[src/rtl/uart_tx_fifo_sequencer_pkg.sv]
// Shared definitions for the UART transmit FIFO sequencer: state encoding
// and the default byte-path width and FIFO read latency.
package uart_tx_fifo_sequencer_pkg;

  localparam int RD_LATENCY_DEF = 2;
  localparam int DATA_WIDTH_DEF = 8;

  typedef enum logic [2:0] {
    IDLE    = 3'd0,
    ISSUE   = 3'd1,
    WAIT    = 3'd2,
    PRESENT = 3'd3,
    DRAIN   = 3'd4
  } state_t;

endpackage

[src/rtl/uart_tx_fifo_sequencer_if.sv]
// FIFO read port and transmitter handshake bundled as one bus; master is the
// sequencer side, slave is the FIFO/transmitter side.
interface uart_tx_fifo_sequencer_if
  import uart_tx_fifo_sequencer_pkg::*;
#(
  parameter int DATA_WIDTH = DATA_WIDTH_DEF
);

  logic                  fifo_empty;
  logic [DATA_WIDTH-1:0] fifo_data;
  logic                  fifo_rd_n;
  logic [DATA_WIDTH-1:0] tx_data;
  logic                  tx_valid;
  logic                  tx_ready;

  modport master (
    input  fifo_empty, fifo_data, tx_ready,
    output fifo_rd_n, tx_data, tx_valid
  );

  modport slave (
    output fifo_empty, fifo_data, tx_ready,
    input  fifo_rd_n, tx_data, tx_valid
  );

endinterface

[src/rtl/uart_fifo_lat_timer.sv]
// Loadable 2-bit down-counter that times the FIFO read latency; done marks
// the last cycle before read data is valid to capture.
module uart_fifo_lat_timer (
  input  logic       clock,
  input  logic       reset_n,
  input  logic       load,
  input  logic [1:0] load_value,
  output logic       done
);

  logic [1:0] count;

  // NOTE: sequential state uses non-blocking assignments so every register
  // samples pre-edge values, independent of process evaluation order.
  always_ff @(posedge clock or negedge reset_n) begin
    if (!reset_n) begin
      count <= 2'd0;
    end else if (load) begin
      count <= load_value;
    end else if (count != 2'd0) begin
      count <= count - 2'd1;
    end
  end

  assign done = (count == 2'd1);

endmodule

[src/rtl/uart_tx_fifo_sequencer.sv]
// Pops bytes from a fixed-latency FIFO and offers them to a UART transmitter
// over a valid/ready handshake, with flush-and-drain support.
module uart_tx_fifo_sequencer
  import uart_tx_fifo_sequencer_pkg::*;
#(
  parameter int RD_LATENCY = RD_LATENCY_DEF,
  parameter int DATA_WIDTH = DATA_WIDTH_DEF
) (
  input  logic                        clock,
  input  logic                        reset_n,
  input  logic                        enable,
  input  logic                        flush,
  output logic                        busy,
  output logic                        flush_done,
  output logic [7:0]                  sent_count,
  uart_tx_fifo_sequencer_if.master    bus
);

  state_t                state;
  state_t                state_next;
  logic [DATA_WIDTH-1:0] tx_data_q;
  logic                  flush_pend;
  logic                  armed;
  logic                  lat_done;
  logic                  handshake;
  logic                  drain_exit;

  uart_fifo_lat_timer u_lat_timer (
    .clock      (clock),
    .reset_n    (reset_n),
    .load       (state == ISSUE),
    .load_value (2'(RD_LATENCY)),
    .done       (lat_done)
  );

  assign handshake  = (state == PRESENT) && bus.tx_ready;
  assign drain_exit = (state == DRAIN) && bus.fifo_empty;
  assign bus.tx_data = tx_data_q;

  always_ff @(posedge clock or negedge reset_n) begin
    if (!reset_n) begin
      state <= IDLE;
    end else begin
      state <= state_next;
    end
  end

  // NOTE: every signal written here gets a default first, so no path can
  // leave one unassigned and infer a latch.
  always_comb begin
    state_next     = state;
    bus.fifo_rd_n  = 1'b1;
    bus.tx_valid   = 1'b0;
    busy           = (state != IDLE);
    flush_done     = 1'b0;

    case (state)
      IDLE: begin
        // armed holds off any FIFO activity until the second edge after reset
        if (armed) begin
          if (flush || flush_pend) begin
            state_next = DRAIN;
          end else if (enable && !bus.fifo_empty) begin
            state_next = ISSUE;
          end
        end
      end
      ISSUE: begin
        bus.fifo_rd_n = bus.fifo_empty;
        state_next    = WAIT;
      end
      WAIT: begin
        if (lat_done) begin
          state_next = PRESENT;
        end
      end
      PRESENT: begin
        bus.tx_valid = 1'b1;
        if (handshake) begin
          if (flush_pend || flush) begin
            state_next = DRAIN;
          end else if (enable && !bus.fifo_empty) begin
            state_next = ISSUE;
          end else begin
            state_next = IDLE;
          end
        end
      end
      DRAIN: begin
        bus.fifo_rd_n = bus.fifo_empty;
        flush_done    = bus.fifo_empty;
        if (bus.fifo_empty) begin
          state_next = IDLE;
        end
      end
      default: state_next = IDLE;
    endcase
  end

  always_ff @(posedge clock or negedge reset_n) begin
    if (!reset_n) begin
      tx_data_q  <= '0;
      sent_count <= 8'd0;
      flush_pend <= 1'b0;
      armed      <= 1'b0;
    end else begin
      armed <= 1'b1;
      if ((state == WAIT) && lat_done) begin
        tx_data_q <= bus.fifo_data;
      end
      if (handshake) begin
        sent_count <= sent_count + 8'd1;
      end
      if (drain_exit) begin
        flush_pend <= 1'b0;
      end else if (flush && (state != IDLE)) begin
        flush_pend <= 1'b1;
      end
    end
  end

endmodule

[src/flat_wrapper.sv]
// flat-port wrapper written by rule: the top's interface ports become plain ports
module uart_tx_fifo_sequencer_flat import uart_tx_fifo_sequencer_pkg::*;
#(
  parameter int RD_LATENCY = RD_LATENCY_DEF,
  parameter int DATA_WIDTH = DATA_WIDTH_DEF
)
  (clock, reset_n, enable, flush, busy, flush_done, sent_count, bus_fifo_empty, bus_fifo_data, bus_tx_ready, bus_fifo_rd_n, bus_tx_data, bus_tx_valid);
  uart_tx_fifo_sequencer_if #(.DATA_WIDTH(DATA_WIDTH)) bus_i ();
  input  logic clock;
  input  logic reset_n;
  input  logic enable;
  input  logic flush;
  output logic busy;
  output logic flush_done;
  output logic [7:0] sent_count;
  input wire logic [$bits(bus_i.fifo_empty)-1:0] bus_fifo_empty;
  input wire logic [$bits(bus_i.fifo_data)-1:0] bus_fifo_data;
  input wire logic [$bits(bus_i.tx_ready)-1:0] bus_tx_ready;
  output wire logic [$bits(bus_i.fifo_rd_n)-1:0] bus_fifo_rd_n;
  output wire logic [$bits(bus_i.tx_data)-1:0] bus_tx_data;
  output wire logic [$bits(bus_i.tx_valid)-1:0] bus_tx_valid;
  assign bus_i.fifo_empty = bus_fifo_empty;
  assign bus_i.fifo_data = bus_fifo_data;
  assign bus_i.tx_ready = bus_tx_ready;
  assign bus_fifo_rd_n = bus_i.fifo_rd_n;
  assign bus_tx_data = bus_i.tx_data;
  assign bus_tx_valid = bus_i.tx_valid;
  uart_tx_fifo_sequencer #(.RD_LATENCY(RD_LATENCY), .DATA_WIDTH(DATA_WIDTH)) u_core (.clock(clock), .reset_n(reset_n), .enable(enable), .flush(flush), .busy(busy), .flush_done(flush_done), .sent_count(sent_count), .bus(bus_i));
endmodule
[config.mk]
export PLATFORM = sky130hd
export DESIGN_NAME = uart_tx_fifo_sequencer_flat
export DESIGN_NICKNAME = d
export VERILOG_FILES = /design/src/rtl/uart_tx_fifo_sequencer_pkg.sv /design/src/rtl/uart_tx_fifo_sequencer_if.sv /design/src/rtl/uart_fifo_lat_timer.sv /design/src/rtl/uart_tx_fifo_sequencer.sv /design/src/flat_wrapper.sv
export SDC_FILE = /design/constraint.sdc
export NUM_CORES = 1
export LEC_CHECK = 0
export BUFFER_PORTS_ARGS = -buffer_cell sky130_fd_sc_hd__buf_2
export CAP_MARGIN = 0
export CORE_MARGIN = 2
export CORE_UTILIZATION = 40
export CTS_BUF_LIST = sky130_fd_sc_hd__clkbuf_4 sky130_fd_sc_hd__clkbuf_8 sky130_fd_sc_hd__clkbuf_16
export DETAILED_ROUTE_END_ITERATION = 10
export PLACE_DENSITY = 0.66
export SKIP_CTS_REPAIR_TIMING = 1
export SYNTH_ARGS = -nofsm -noshare
export SYNTH_HDL_FRONTEND = slang
export SYNTH_SLANG_ARGS = --single-unit
[constraint.sdc]
create_clock -name clock -period 4.15 [get_ports clock]
set_input_delay 0.415 -clock clock [delete_from_list [all_inputs] [get_ports clock]]
set_output_delay 0.415 -clock clock [all_outputs]
set_load 0.005 [all_outputs]
======== After elaboration in Yosys (flattened, before gate mapping) ========
Cells that the tools add are included.
word-level totals
  memories kept ........................... 0
  bits in registers ....................... 23
  output and inout port bits .............. 20
  memory bits (writable) .................. 0
  bits in latches ......................... 0
  bits of input ports ..................... 14
  word-level logic and storage cells ...... 48
  bits in read-only memories .............. 0
cells by class
  bitwise logic cells ..................... 0
  shifts and indexed selects .............. 0
  order comparisons ....................... 0
  $mul .................................... 0
  multiplexer cells ....................... 16
  reduce and logical (&&, ||, !) cells .... 14
  add/subtract/negate cells ............... 2
  divide/modulo/power cells ............... 0
  equal/unequal tests ..................... 10
operator list
  operator                                                                  number
  3-bit 2-to-1 mux                                                          7
  3-bit case mux with 5 select lines                                        1
  8-bit by 1-bit adder with 8-bit output (second input constant)            1
  3-bit by 2-bit equality test with 1-bit output (second input constant)    2
  1-bit 2-to-1 mux                                                          6
  2-bit by 1-bit inequality test with 1-bit output (second input constant)  3
  2-bit nonzero test                                                        3
  1-bit logical AND                                                         5
  5-bit AND reduction                                                       1
  2-bit 2-to-1 mux                                                          2
  3-bit by 1-bit equality test with 1-bit output (second input constant)    1
  3-bit equality test (second input constant)                               1
  3-bit logical NOT                                                         1
  3-bit by 1-bit inequality test with 1-bit output (second input constant)  1
  3-bit nonzero test                                                        1
  2-bit by 1-bit equality test with 1-bit output (second input constant)    1
  2-bit inequality test (second input constant)                             1
  2-bit OR reduction                                                        1
  2-bit by 1-bit subtractor with 2-bit output (second input constant)       1
  1-bit logical NOT                                                         1
  1-bit logical OR                                                          1

======== Depth between registers and ports, before layout ========
  depth after elaboration ................. 6
  depth in mapped cells ................... 5
  mapped depth without buffers ............ 5

======== By module ========
A second synthesis with hierarchy kept.
second synthesis, totals
  cell total of the unflattened synthesis .. 97
  area total of the unflattened synthesis .. 1131.1 um^2
modules (own cells, without submodules)
  module                  seq. area each (um^2)  instances  area each (um^2)  cells each
  uart_tx_fifo_sequencer  525.5                  1          994.7             84
  uart_fifo_lat_timer     50.0                   1          136.4             13

======== Worst setup path before layout ========
OpenSTA, ideal clock, no wires.
  path kind ............................... reg2reg
  start point ............................. register u_core.u_lat_timer.count[1]
  end point ............................... register u_core.tx_data_q[0], in the netlist u_core.bus.tx_data[0]
  buffers on the path ..................... 0
  setup slack ............................. 2.668 ns
  clock period less this slack ............ 1.482 ns
  data arrival time ....................... 1.358 ns
  cell stages (with the launch flop) ...... 5
  data required time ...................... 4.025 ns
  setup time .............................. 0.125 ns
  path through ............................ dfrtp_1 inv_1 ha_1 nor4b_4 mux2_2
between the ends
  word-level cells in the longest chain between the ends .. 2
ends and longest elaborated chain
  item                                            RTL line                       source
  start: declaration                              uart_fifo_lat_timer.sv:11      logic [1:0] count;
  start signal: assignment                        uart_fifo_lat_timer.sv:19      count <= load_value;
  start signal: assignment                        uart_fifo_lat_timer.sv:21      count <= count - 2'd1;
  2-bit by 1-bit equality test with 1-bit output  uart_fifo_lat_timer.sv:25      assign done = (count == 2'd1);
  1-bit logical AND                               uart_tx_fifo_sequencer.sv:108  if ((state == WAIT) && lat_done) begin
  end signal: assignment                          uart_tx_fifo_sequencer.sv:109  tx_data_q <= bus.fifo_data;
  end: declaration                                uart_tx_fifo_sequencer.sv:21   logic [DATA_WIDTH-1:0] tx_data_q;
Every way passes these cells.
A chain may end at the register's enable or synchronous reset.

======== Worst setup path after layout ========
  start point ............................. register u_core.state[0]
  end point ............................... output port bus_fifo_rd_n
between the ends
  word-level cells in the longest chain between the ends .. 3
  elaborated cells on any way between the ends .. 4
  those cells by class .................... eq/ne (2); mux (1); reduce/logical (1)
ends and longest elaborated chain
  item                                                                                   RTL line                      source
  start: declaration                                                                     uart_tx_fifo_sequencer.sv:19  state_t state;
  start signal: assignment                                                               uart_tx_fifo_sequencer.sv:44  state <= state_next;
  3-bit by 1-bit equality test with 1-bit output or 3-bit equality test (tied branches)  uart_tx_fifo_sequencer.sv:57  case (state)
  2-bit OR reduction (no source line) (*)                                                -
  1-bit 2-to-1 mux (*)                                                                   uart_tx_fifo_sequencer.sv:57
  end: declaration                                                                       flat_wrapper.sv:19            output wire logic [$bits(bus_i.fifo_rd_n)-1:0] bus_fifo_rd_n;
Every way passes the cells marked *; elsewhere a longest branch is shown, timed or not.

==> qor.txt <==
Status - completed
CTS Root Buffer Type - clkbuf_4
Most frequent cells in the layout - buf_2, dfrtp_1, xnor2_1, mux2_2, nand2_1
Synth warn - 0
Fraction of layout cells with a size suffix above 1 - 38.40%
Core Rows - 19
Number of synthesized register bits - 23
Wire length per cell - 12.66 um
Initial DRC Count - 12
EDFF count, synth - 0
CTS tree - built
Worst R2R Setup Slack - 2.38 ns
Slew HR - 63.51%
RSZ-0062 raised after global routing - no
Cell area after synthesis - 1101 um2
GP Congestion - 0.7155
Power density cells - 527.9 nW/um2
Fin crit period - 1.924 ns
Max-slew violations - 0
Maximum VDD drop - 0.0003668 V
Setup CP Type - reg2out
Worst path cell trace - xnor2_1 > or3_1 > buf_2
Most common cell after layout, fill and taps aside - buf_2
Avg Inst Size Synth - 11.97 um2
Final wirelength - 1975 um
Vias in the first global route - 789
IO Pins - 34
Critical path's top delay family - flip-flops
Count of cell types in the netlist - 33
Ant diodes - 0
H-tree Lvls - 1
Core area - 2686 um2
GRT overflow - 0
Initial antenna violation count - 0
Ys flop type - dfrtp_1
Post-DR vias/cell - 5.224
Max Root-Sink Buffers - 2
Worst-skew pair later-pin latency - 0.30 ns
R2R depth - 3
Worst-path clk slew - 0.13 ns
Period utilization - 46.37%
Post-Synthesis Cells - 92
WP buf/inv - 1
Post-Route Skew - 0.006083 ns
Leak Pwr - 0.0006772 uW
Asr flop ratio synth - 100.0%
Post-route ant nets - 0
Critical-path top delay cell - dfrtp_1
Vias - 815
# nets final - 143
Endpoints failing setup - 0
Pwr Total - 692.2 uW
Final HPWL DP - 1532 um
Die Ht - 56.47 um
TritonCTS Buffers - 3
Net count after synthesis - 109
Global-route wire length before repair - 3498 um
Crit path capture type - output pin
First drt pass iteration count - 4
GRT Total Usage - 13.69%
Post-route DRC - 0
IO buf count - 33
Setup TNS Final - 0 ns
Die Wd - 56.47 um
Critical Path RT - 3.73 ns
Largest net degree at the start of global routing - 24
Number of fill cells in the layout - 248
Clk sink count - 23
Achievable Freq - 519.6 MHz
RR Startpoint - u_core.state[1]$_DFFE_PN0P_
Max-cap violation count - 0
Area grow syn2layout - 19.09%
RR Endpoint - u_core.bus.tx_data[7]$_DFFE_PN0P_
Max FO, Critical Path - 12
Crit start category - register
Seq/Total Area, Yosys - 52.27%
Arrival time at the worst endpoint - 1.51 ns
Worst Hold Class - in2async
Final hold violation count - 0
Initial Utilization - 40.99%
Largest stage delay, worst path - 0.65 ns
Die area - 3188 um2
Slew @ Worst Pin - 0.5451 ns
-- synthesized netlist by cell type (2+ instances only) --
cell type	instances	area, um2
nand4_1	5	31.28
nand2_1	7	26.28
nor2b_1	2	12.51
xnor2_1	8	70.07
o22ai_1	2	12.51
and3_1	2	12.51
or3_1	2	12.51
buf_2	2	10.01
dfrtp_1	23	575.6
mux2_2	8	90.09
mux2i_1	2	20.02
inv_1	5	18.77
ha_1	3	37.54
nor2_1	2	7.510
-- registers in the layout (all words and copies together) (netlist names) --
signal	flops
u_core.armed	1
u_core.bus.tx_data	8
u_core.flush_pend	1
u_core.sent_count	8
u_core.state	3
u_core.u_lat_timer.count	2
-- worst max path at each step --
stage / start / end / slack [ns] / cells past startpoint
after detailed placement: u_core.state[1]$_DFFE_PN0P_ / u_core.bus.tx_data[7]$_DFFE_PN0P_ / 2.40 / 3
after global routing: u_core.state[0]$_DFFE_PN0P_ / bus_fifo_rd_n / 2.11 / 3
after CTS: u_core.state[0]$_DFFE_PN0P_ / bus_fifo_rd_n / 2.20 / 3
after global placement: u_core.state[1]$_DFFE_PN0P_ / u_core.bus.tx_data[4]$_DFFE_PN0P_ / 2.45 / 3
final: u_core.state[0]$_DFFE_PN0P_ / bus_fifo_rd_n / 2.23 / 3
after floorplan: u_core.u_lat_timer.count[1]$_DFFE_PN0P_ / u_core.bus.tx_data[0]$_DFFE_PN0P_ / 2.67 / 4
-- layer usage --
metal	routed length (um)	global-route usage, %	up-vias
met5	0	0	-
met4	19	4.082	0
met3	95	2.765	2
met2	1002	21.43	22
met1	858	19.14	404
li1	-	-	387
-- stage by stage --
stage	setup WS, ns	cells	area, um2	util (%)	hold slack [ns]
after floorplan	2.668	92	1101	-	0.1194
after CTS	2.199	156	1311	48.81	0.06800
final	2.226	156	1311	48.81	0.06306
after global placement	2.447	152	1284	47.79	0.4112
after global routing	2.106	156	1311	48.81	0.08360
after detailed placement	2.400	152	1284	47.79	0.4155
-- where the power goes --
part / internal (uW) / switching (uW)
clock: 35.9 / 64.0
sequential: 285 / 67.9
combinational: 139 / 101
total: 460 / 232
-- logic make-up (layout without fill, tap and decap cells) --
| family | count (synthesis) | in the layout | synth area share [%] |
|---|---|---|---|
| buffers and inverters | 9 | 42 | 3.637 |
| adders and majority gates | 3 | 3 | 3.409 |
| and+or+nand+nor | 28 | 28 | 17.50 |
| xor gates and xnor gates | 9 | 9 | 7.159 |
| AOI/OAI and AO/OA | 9 | 9 | 5.682 |
| muxes | 10 | 10 | 10.00 |
| DFF | 23 | 23 | 52.27 |
| other | 1 | 1 | 0.3406 |
-- worst reg2reg max path, stage by stage, from the launching register on --
cell and delay, ns:
dfrtp_1 0.56, inv_1 0.14, nor4b_4 0.57, mux2_2 0.40
-- final cells by class --
cell class	instances	area [um2]	share of cell area, %
Inverter	5	18.77	1.431
Timing Repair Buffer	33	165.2	12.60
Multi-Input combinational cell	60	485.5	37.02
Clock inverter	1	5.005	0.3817
Sequential cell	23	575.6	43.89
Clock buffer	3	22.52	1.718
Tap cell	31	38.79	2.958
(Power assumes the default switching activity.)
